[config.mk]
export PLATFORM = sky130hd
export DESIGN_NAME = score_bcd_counter
export DESIGN_NICKNAME = d
export VERILOG_FILES = /design/src/rtl/score_pkg.sv /design/src/rtl/bcd_inc4.sv /design/src/rtl/score_bcd_counter.sv
export SDC_FILE = /design/constraint.sdc
export NUM_CORES = 1
export LEC_CHECK = 0
export ABC_AREA = 1
export BUFFER_PORTS_ARGS = -buffer_cell sky130_fd_sc_hd__buf_2
export CORE_ASPECT_RATIO = 1.4
export CORE_MARGIN = 2
export CORE_UTILIZATION = 53
export CTS_CLUSTER_DIAMETER = 120
export DETAILED_ROUTE_END_ITERATION = 10
export PLACE_DENSITY = 0.79
export SKIP_CTS_REPAIR_TIMING = 1
export SKIP_LAST_GASP = 1
export SYNTH_ARGS = -nofsm -noshare
export SYNTH_HDL_FRONTEND = slang
export SYNTH_SLANG_ARGS = --single-unit
[constraint.sdc]
create_clock -name clk -period 2.85 [get_ports clk]
set_input_delay 0.285 -clock clk [delete_from_list [all_inputs] [get_ports clk]]
set_output_delay 0.285 -clock clk [all_outputs]
set_load 0.05 [all_outputs]
[src/rtl/score_pkg.sv]
// rtl/score_pkg.sv - shared types and constants for the game-score counter
package score_pkg;

    typedef enum logic [1:0] {
        IDLE    = 2'd0,
        PLAYING = 2'd1,
        LOST    = 2'd2
    } state_t;

    localparam int          BCD_DIGITS            = 4;
    localparam int          BCD_W                 = BCD_DIGITS * 4;
    localparam logic [15:0] SCORE_MAX_BCD_DEFAULT = 16'h9999;

endpackage

[src/rtl/bcd_inc4.sv]
// rtl/bcd_inc4.sv - combinational four-digit packed BCD increment
// Ports:
//   value_i   : packed BCD input, [15:12] = thousands
//   value_o   : value_i + 1 in BCD, wraps to 0000 from 9999
//   carry_out : 1 when value_i was 9999 (carry out of the top digit)
module bcd_inc4
    import score_pkg::*;
(
    input  logic [BCD_W-1:0] value_i,
    output logic [BCD_W-1:0] value_o,
    output logic             carry_out
);

    logic       carry;
    logic [3:0] digit;

    // Ripple the +1 up the digits; a 9 rolls to 0 and passes the carry on.
    always_comb begin
        value_o = value_i;
        carry   = 1'b1;
        digit   = 4'd0;
        for (int d = 0; d < BCD_DIGITS; d++) begin
            digit = value_i[d*4 +: 4];
            if (carry) begin
                if (digit == 4'd9) begin
                    value_o[d*4 +: 4] = 4'd0;
                end else begin
                    value_o[d*4 +: 4] = digit + 4'd1;
                    carry             = 1'b0;
                end
            end
        end
        carry_out = carry;
    end

endmodule

[src/rtl/score_bcd_counter.sv]
// rtl/score_bcd_counter.sv - run score, session high score and lost/blink sequencing
// Ports:
//   clk, rst    : clock and synchronous active-high reset
//   start       : rising edge starts a run (from IDLE or LOST)
//   pipe_passed : rising edge adds one point while PLAYING
//   crash       : level, ends the run while PLAYING
//   score_bcd   : current run score, 4 packed BCD digits
//   high_bcd    : best score since reset
//   disp_bcd    : high_bcd in IDLE, score_bcd otherwise
//   lost        : high while in LOST
//   blink_on    : display enable, blinks while in LOST
//   saturated   : score_bcd has reached SCORE_MAX_BCD
module score_bcd_counter
    import score_pkg::*;
#(
    parameter int          BLINK_DIV     = 50000000,
    parameter logic [15:0] SCORE_MAX_BCD = SCORE_MAX_BCD_DEFAULT
) (
    input  logic             clk,
    input  logic             rst,
    input  logic             start,
    input  logic             pipe_passed,
    input  logic             crash,
    output logic [BCD_W-1:0] score_bcd,
    output logic [BCD_W-1:0] high_bcd,
    output logic [BCD_W-1:0] disp_bcd,
    output logic             lost,
    output logic             blink_on,
    output logic             saturated
);

    localparam int               CNT_W   = (BLINK_DIV > 1) ? $clog2(BLINK_DIV) : 1;
    localparam logic [CNT_W-1:0] CNT_MAX = CNT_W'(BLINK_DIV - 1);

    state_t           state_q, state_d;
    logic             start_q, pipe_q;
    logic [BCD_W-1:0] score_q, score_d;
    logic [BCD_W-1:0] high_q, high_d;
    logic [BCD_W-1:0] disp_q, disp_d;
    logic             lost_q;
    logic             blink_q, blink_d;
    logic             sat_q, sat_d;
    logic [CNT_W-1:0] cnt_q, cnt_d;

    logic             start_rise, pipe_rise;
    logic [BCD_W-1:0] score_inc;
    logic             inc_carry;
    logic             can_inc;

    bcd_inc4 u_inc (
        .value_i   (score_q),
        .value_o   (score_inc),
        .carry_out (inc_carry)
    );

    assign start_rise = start & ~start_q;
    assign pipe_rise  = pipe_passed & ~pipe_q;
    // Holding at the maximum stops the BCD adder from wrapping to 0000.
    assign can_inc    = ~inc_carry && (score_q != SCORE_MAX_BCD);

    always_comb begin
        state_d = state_q;
        score_d = score_q;
        high_d  = high_q;
        cnt_d   = '0;
        blink_d = 1'b1;

        case (state_q)
            IDLE: begin
                if (start_rise) begin
                    state_d = PLAYING;
                    score_d = '0;
                end
            end
            PLAYING: begin
                if (pipe_rise && can_inc) begin
                    score_d = score_inc;
                end
                // A point arriving with the crash still counts toward the high score.
                if (crash) begin
                    state_d = LOST;
                    if (score_d > high_q) begin
                        high_d = score_d;
                    end
                end
            end
            LOST: begin
                if (start_rise) begin
                    state_d = PLAYING;
                    score_d = '0;
                end
            end
            default: state_d = IDLE;
        endcase

        // Entering LOST blanks the display at once; afterwards toggle every BLINK_DIV cycles.
        if (state_d == LOST) begin
            if (state_q != LOST) begin
                cnt_d   = '0;
                blink_d = 1'b0;
            end else if (cnt_q == CNT_MAX) begin
                cnt_d   = '0;
                blink_d = ~blink_q;
            end else begin
                cnt_d   = cnt_q + CNT_W'(1);
                blink_d = blink_q;
            end
        end

        disp_d = (state_d == IDLE) ? high_d : score_d;
        sat_d  = (score_d == SCORE_MAX_BCD);
    end

    always_ff @(posedge clk) begin
        if (rst) begin
            state_q <= IDLE;
            start_q <= 1'b0;
            pipe_q  <= 1'b0;
            score_q <= '0;
            high_q  <= '0;
            disp_q  <= '0;
            lost_q  <= 1'b0;
            blink_q <= 1'b1;
            sat_q   <= 1'b0;
            cnt_q   <= '0;
        end else begin
            state_q <= state_d;
            start_q <= start;
            pipe_q  <= pipe_passed;
            score_q <= score_d;
            high_q  <= high_d;
            disp_q  <= disp_d;
            lost_q  <= (state_d == LOST);
            blink_q <= blink_d;
            sat_q   <= sat_d;
            cnt_q   <= cnt_d;
        end
    end

    assign score_bcd = score_q;
    assign high_bcd  = high_q;
    assign disp_bcd  = disp_q;
    assign lost      = lost_q;
    assign blink_on  = blink_q;
    assign saturated = sat_q;

endmodule

==> qor.tcl <==
set qor(synth.most_common_cell) {sky130_fd_sc_hd__nand2_1}
set qor(cp-end-kind) {flop}
set qor(design.final.nets) 789
set qor(regToRegSetupSlack_ns) -0.11
set qor(core_area_um2) 8560
set qor(power.density_nw_per_um2) 459
set qor(placement.io_buffers) 55
set qor(p_leak_nw) 2.68
set qor(ys_seq_area_share_pct) 35.0
set qor(routed_via_density) 5.86
set qor(first_global_vias) 4579
set qor(design.die.area_um2) 9510
set qor(gr-total-overflow) 0
set qor(grt_max_degree) 27
set qor(drt_drc_violations_left) 0
set qor(yosys_most_used_dff) {sky130_fd_sc_hd__dfxtp_1}
set qor(worstMarginPinSlew_ns) 0.592
set qor(htree_levels) 3
set qor(syn_to_layout_area_delta_pct) 32.4
set qor(hold_path_end) {pipe_q$_SDFF_PP0_}
set qor(failed_checks) {setup timing}
set qor(synth.distinct_cells) 35
set qor(timing.reg2reg.worst_path_depth) 20
set qor(synth-edff-count) 0
set qor(report.final.setup_viol) 19
set qor(crit_fanout) 6
set qor(cts.reportedPaths.clkPinSlew_ns) 0.06
set qor(netlist_instances) 675
set qor(tightest_hold_check_type) {input pin to flop}
set qor(min_period_over_period_pct) 104
set qor(setup_slack_ns) -0.110
set qor(final_wirelength_mm) 15.3
set qor(gp_congestion) 0.990
set qor(number_of_antenna_cells_inserted) 0
set qor(finalClockSkew_ns) 0.0109
set qor(detailedPlacementHpwl_mm) 9.92
set qor(grt_antenna_before_repair) 0
set qor(worst_r2r_endpoint) {disp_bcd[9]$_SDFF_PP0_}
set qor(layout-drive-gt1-share_pct) 30.3
set qor(worst_hold_slack_ns) 0.165
set qor(floorplan.rows) 40
set qor(max_cap_violations) 0
set qor(clock.fmax_mhz) 338
set qor(outcome) {finished, violations left}
set qor(ir_drop_mv) 0.388
set qor(final-hold-violation-count) 0
set qor(cts_tree) {yes}
set qor(number_of_clock_sinks) 81
set qor(synth.top_cell.area_share_pct) 35.0
set qor(avg_inst_size_synth_um2) 6.86
set qor(required_ns) 3.07
set qor(synthesis.nets) 701
set qor(num_io_pins) 56
set qor(initial_utilization_pct) 54.1
set qor(finalMaxSlewViolations) 0
set qor(arrival_ns) 3.18
set qor(fin_crit_ns) 2.96
set qor(die_h_um) 115
set qor(startpoint_type) {flop}
set qor(groute.usage.overall_pct) 28.0
set qor(wire_per_inst_um) 17.6
set qor(final_design_area_no_fill_um2) 6130
set qor(dpl-instance-area_um2) 5210
set qor(synth.cell_area_um2) 4630
set qor(asyncSetResetFlopFracSynth_pct) 0
set qor(tritoncts.num_buffers) 9
set qor(worstSkewPairLatency_ns) 0.34
set qor(clock_tree.buffer_depth) 2
set qor(rsz0062_at_grt) {yes}
set qor(max-slew-margin-rel_pct) 60.2
set qor(synth-seq-cells) 81
set qor(post_synth_most_frequent_cells) {sky130_fd_sc_hd__nand2_1, sky130_fd_sc_hd__inv_1, sky130_fd_sc_hd__dfxtp_1, sky130_fd_sc_hd__nand3_1, sky130_fd_sc_hd__nor2_1}
set qor(hold_path_startpoint) {pipe_passed}
set qor(total_number_of_yosys_warnings) 0
set qor(synth.area.top_cells) {sky130_fd_sc_hd__dfxtp_1, sky130_fd_sc_hd__nand2_1, sky130_fd_sc_hd__nand3_1}
set qor(r2r_start) {score_bcd[15]$_SDFF_PP0_}
set qor(drt.antenna.violating_nets) 0
set qor(timing.setup.critical_path_class) {flop to flop}
set qor(detail_route.iter0.violations) 456
set qor(synth_top_cell_by_area) {sky130_fd_sc_hd__dfxtp_1}
set qor(clock-root-buffer) {sky130_fd_sc_hd__clkbuf_16}
set qor(firstDrtPassIters) 6
set qor(routed-via-count) 5114
set qor(timing.hold.worst_path_depth) 3
set qor(fp.dieW_um) 83
set qor(first_pass_grt_wire_length_mm) 21.1
-- where the power goes --
group / switching [mW] / leakage (nW) / internal (mW)
Sequential: 0.0178 / 0.665 / 1.15
Clock: 0.468 / 0.137 / 0.642
Combinational: 0.367 / 1.88 / 0.164
Total: 0.853 / 2.68 / 1.96
-- cell usage in the layout, fill, tap and decap left out, types with 16 or more instances in the layout --
master / n
sky130_fd_sc_hd__nand3_1: 55
sky130_fd_sc_hd__inv_2: 16
sky130_fd_sc_hd__o21ai_0: 19
sky130_fd_sc_hd__dfxtp_1: 67
sky130_fd_sc_hd__inv_1: 77
sky130_fd_sc_hd__nand2_1: 133
sky130_fd_sc_hd__buf_4: 32
sky130_fd_sc_hd__buf_2: 55
sky130_fd_sc_hd__nand4_1: 29
sky130_fd_sc_hd__nand2_2: 18
sky130_fd_sc_hd__nor2_1: 50
sky130_fd_sc_hd__a21oi_1: 44
-- sequential cells by signal, indices dropped and copies added, names as in the netlist --
register and count:
pipe_q 1, disp_bcd 16, score_bcd 16, start_q 1
lost 1, state_q 2, cnt_q 26, saturated 1
high_bcd 16, blink_on 1
-- layer usage --
metal / wire (µm) / global-route usage (%)
met5: 0 / 0
met2: 7960 / 50.4
met3: 1000 / 5.19
met4: 1110 / 18.8
met1: 5270 / 29.6
-- kinds of logic after synthesis --
group / share of synthesized area (%)
compound gates: 9.40
xor+xnor: 2.08
fa+ha+maj: 5.67
buf+inv: 9.94
flops: 35.0
simple gates: 37.9
-- worst max path at each step --
stage / from / end / slack [ns] / cells after the start
6_report: score_bcd[15]$_SDFF_PP0_ / disp_bcd[9]$_SDFF_PP0_ / -0.11 / 20
3_3_place_gp: score_bcd[1]$_SDFF_PP0_ / disp_bcd[9]$_SDFF_PP0_ / 0.0005 / 20
3_5_place_dp: score_bcd[1]$_SDFF_PP0_ / disp_bcd[11]$_SDFF_PP0_ / -0.16 / 20
5_1_grt: score_bcd[1]$_SDFF_PP0_ / disp_bcd[9]$_SDFF_PP0_ / -0.30 / 19
2_1_floorplan: score_bcd[1]$_SDFF_PP0_ / high_bcd[1]$_SDFF_PP0_ / 0.001 / 20
4_1_cts: score_bcd[1]$_SDFF_PP0_ / disp_bcd[11]$_SDFF_PP0_ / -0.17 / 20
-- final cells by class --
cell class	instances	area (µm²)
multi-input cells	480	3050
fillers	627	2430
clock buffers	13	260
repair buffers	95	644
clock inverters	3	22.5
inverters	96	365
flip-flops and latches	81	1660
well taps	105	131
-- per-stage QoR --
step                      power [mW]  utilization (%)  cells  setup TNS, ns  setup WS [ns]
final                           2.81             71.6    873         -0.939         -0.110
after global routing            2.90             71.6    873          -5.25         -0.298
after CTS                       2.69             64.1    861          -1.62         -0.170
after detailed placement        1.59             60.8    845         -0.929         -0.159
after global placement          1.59             60.8    845              0       0.000532
after floorplan                 1.48                -    675              0        0.00132
-- worst max-delay path, stage by stage, from the launching register on --
cell and delay [ns]:
sky130_fd_sc_hd__dfxtp_2 0.37, sky130_fd_sc_hd__inv_2 0.07, sky130_fd_sc_hd__nor2_4 0.14, sky130_fd_sc_hd__nand2_2 0.10, sky130_fd_sc_hd__nor2_4 0.14, sky130_fd_sc_hd__nand2_4 0.08, sky130_fd_sc_hd__buf_4 0.16, sky130_fd_sc_hd__o211ai_1 0.15
sky130_fd_sc_hd__nand2_1 0.12, sky130_fd_sc_hd__inv_2 0.12, sky130_fd_sc_hd__ha_1 0.27, sky130_fd_sc_hd__a21oi_2 0.15, sky130_fd_sc_hd__o21ai_0 0.08, sky130_fd_sc_hd__nand2_1 0.06, sky130_fd_sc_hd__o211ai_1 0.08, sky130_fd_sc_hd__nand2_1 0.13
sky130_fd_sc_hd__nand2_4 0.11, sky130_fd_sc_hd__buf_12 0.17, sky130_fd_sc_hd__nand3_4 0.08, sky130_fd_sc_hd__nand3_1 0.08, sky130_fd_sc_hd__nor2b_1 0.16
Note: power is estimated with default switching activity, not from simulation.
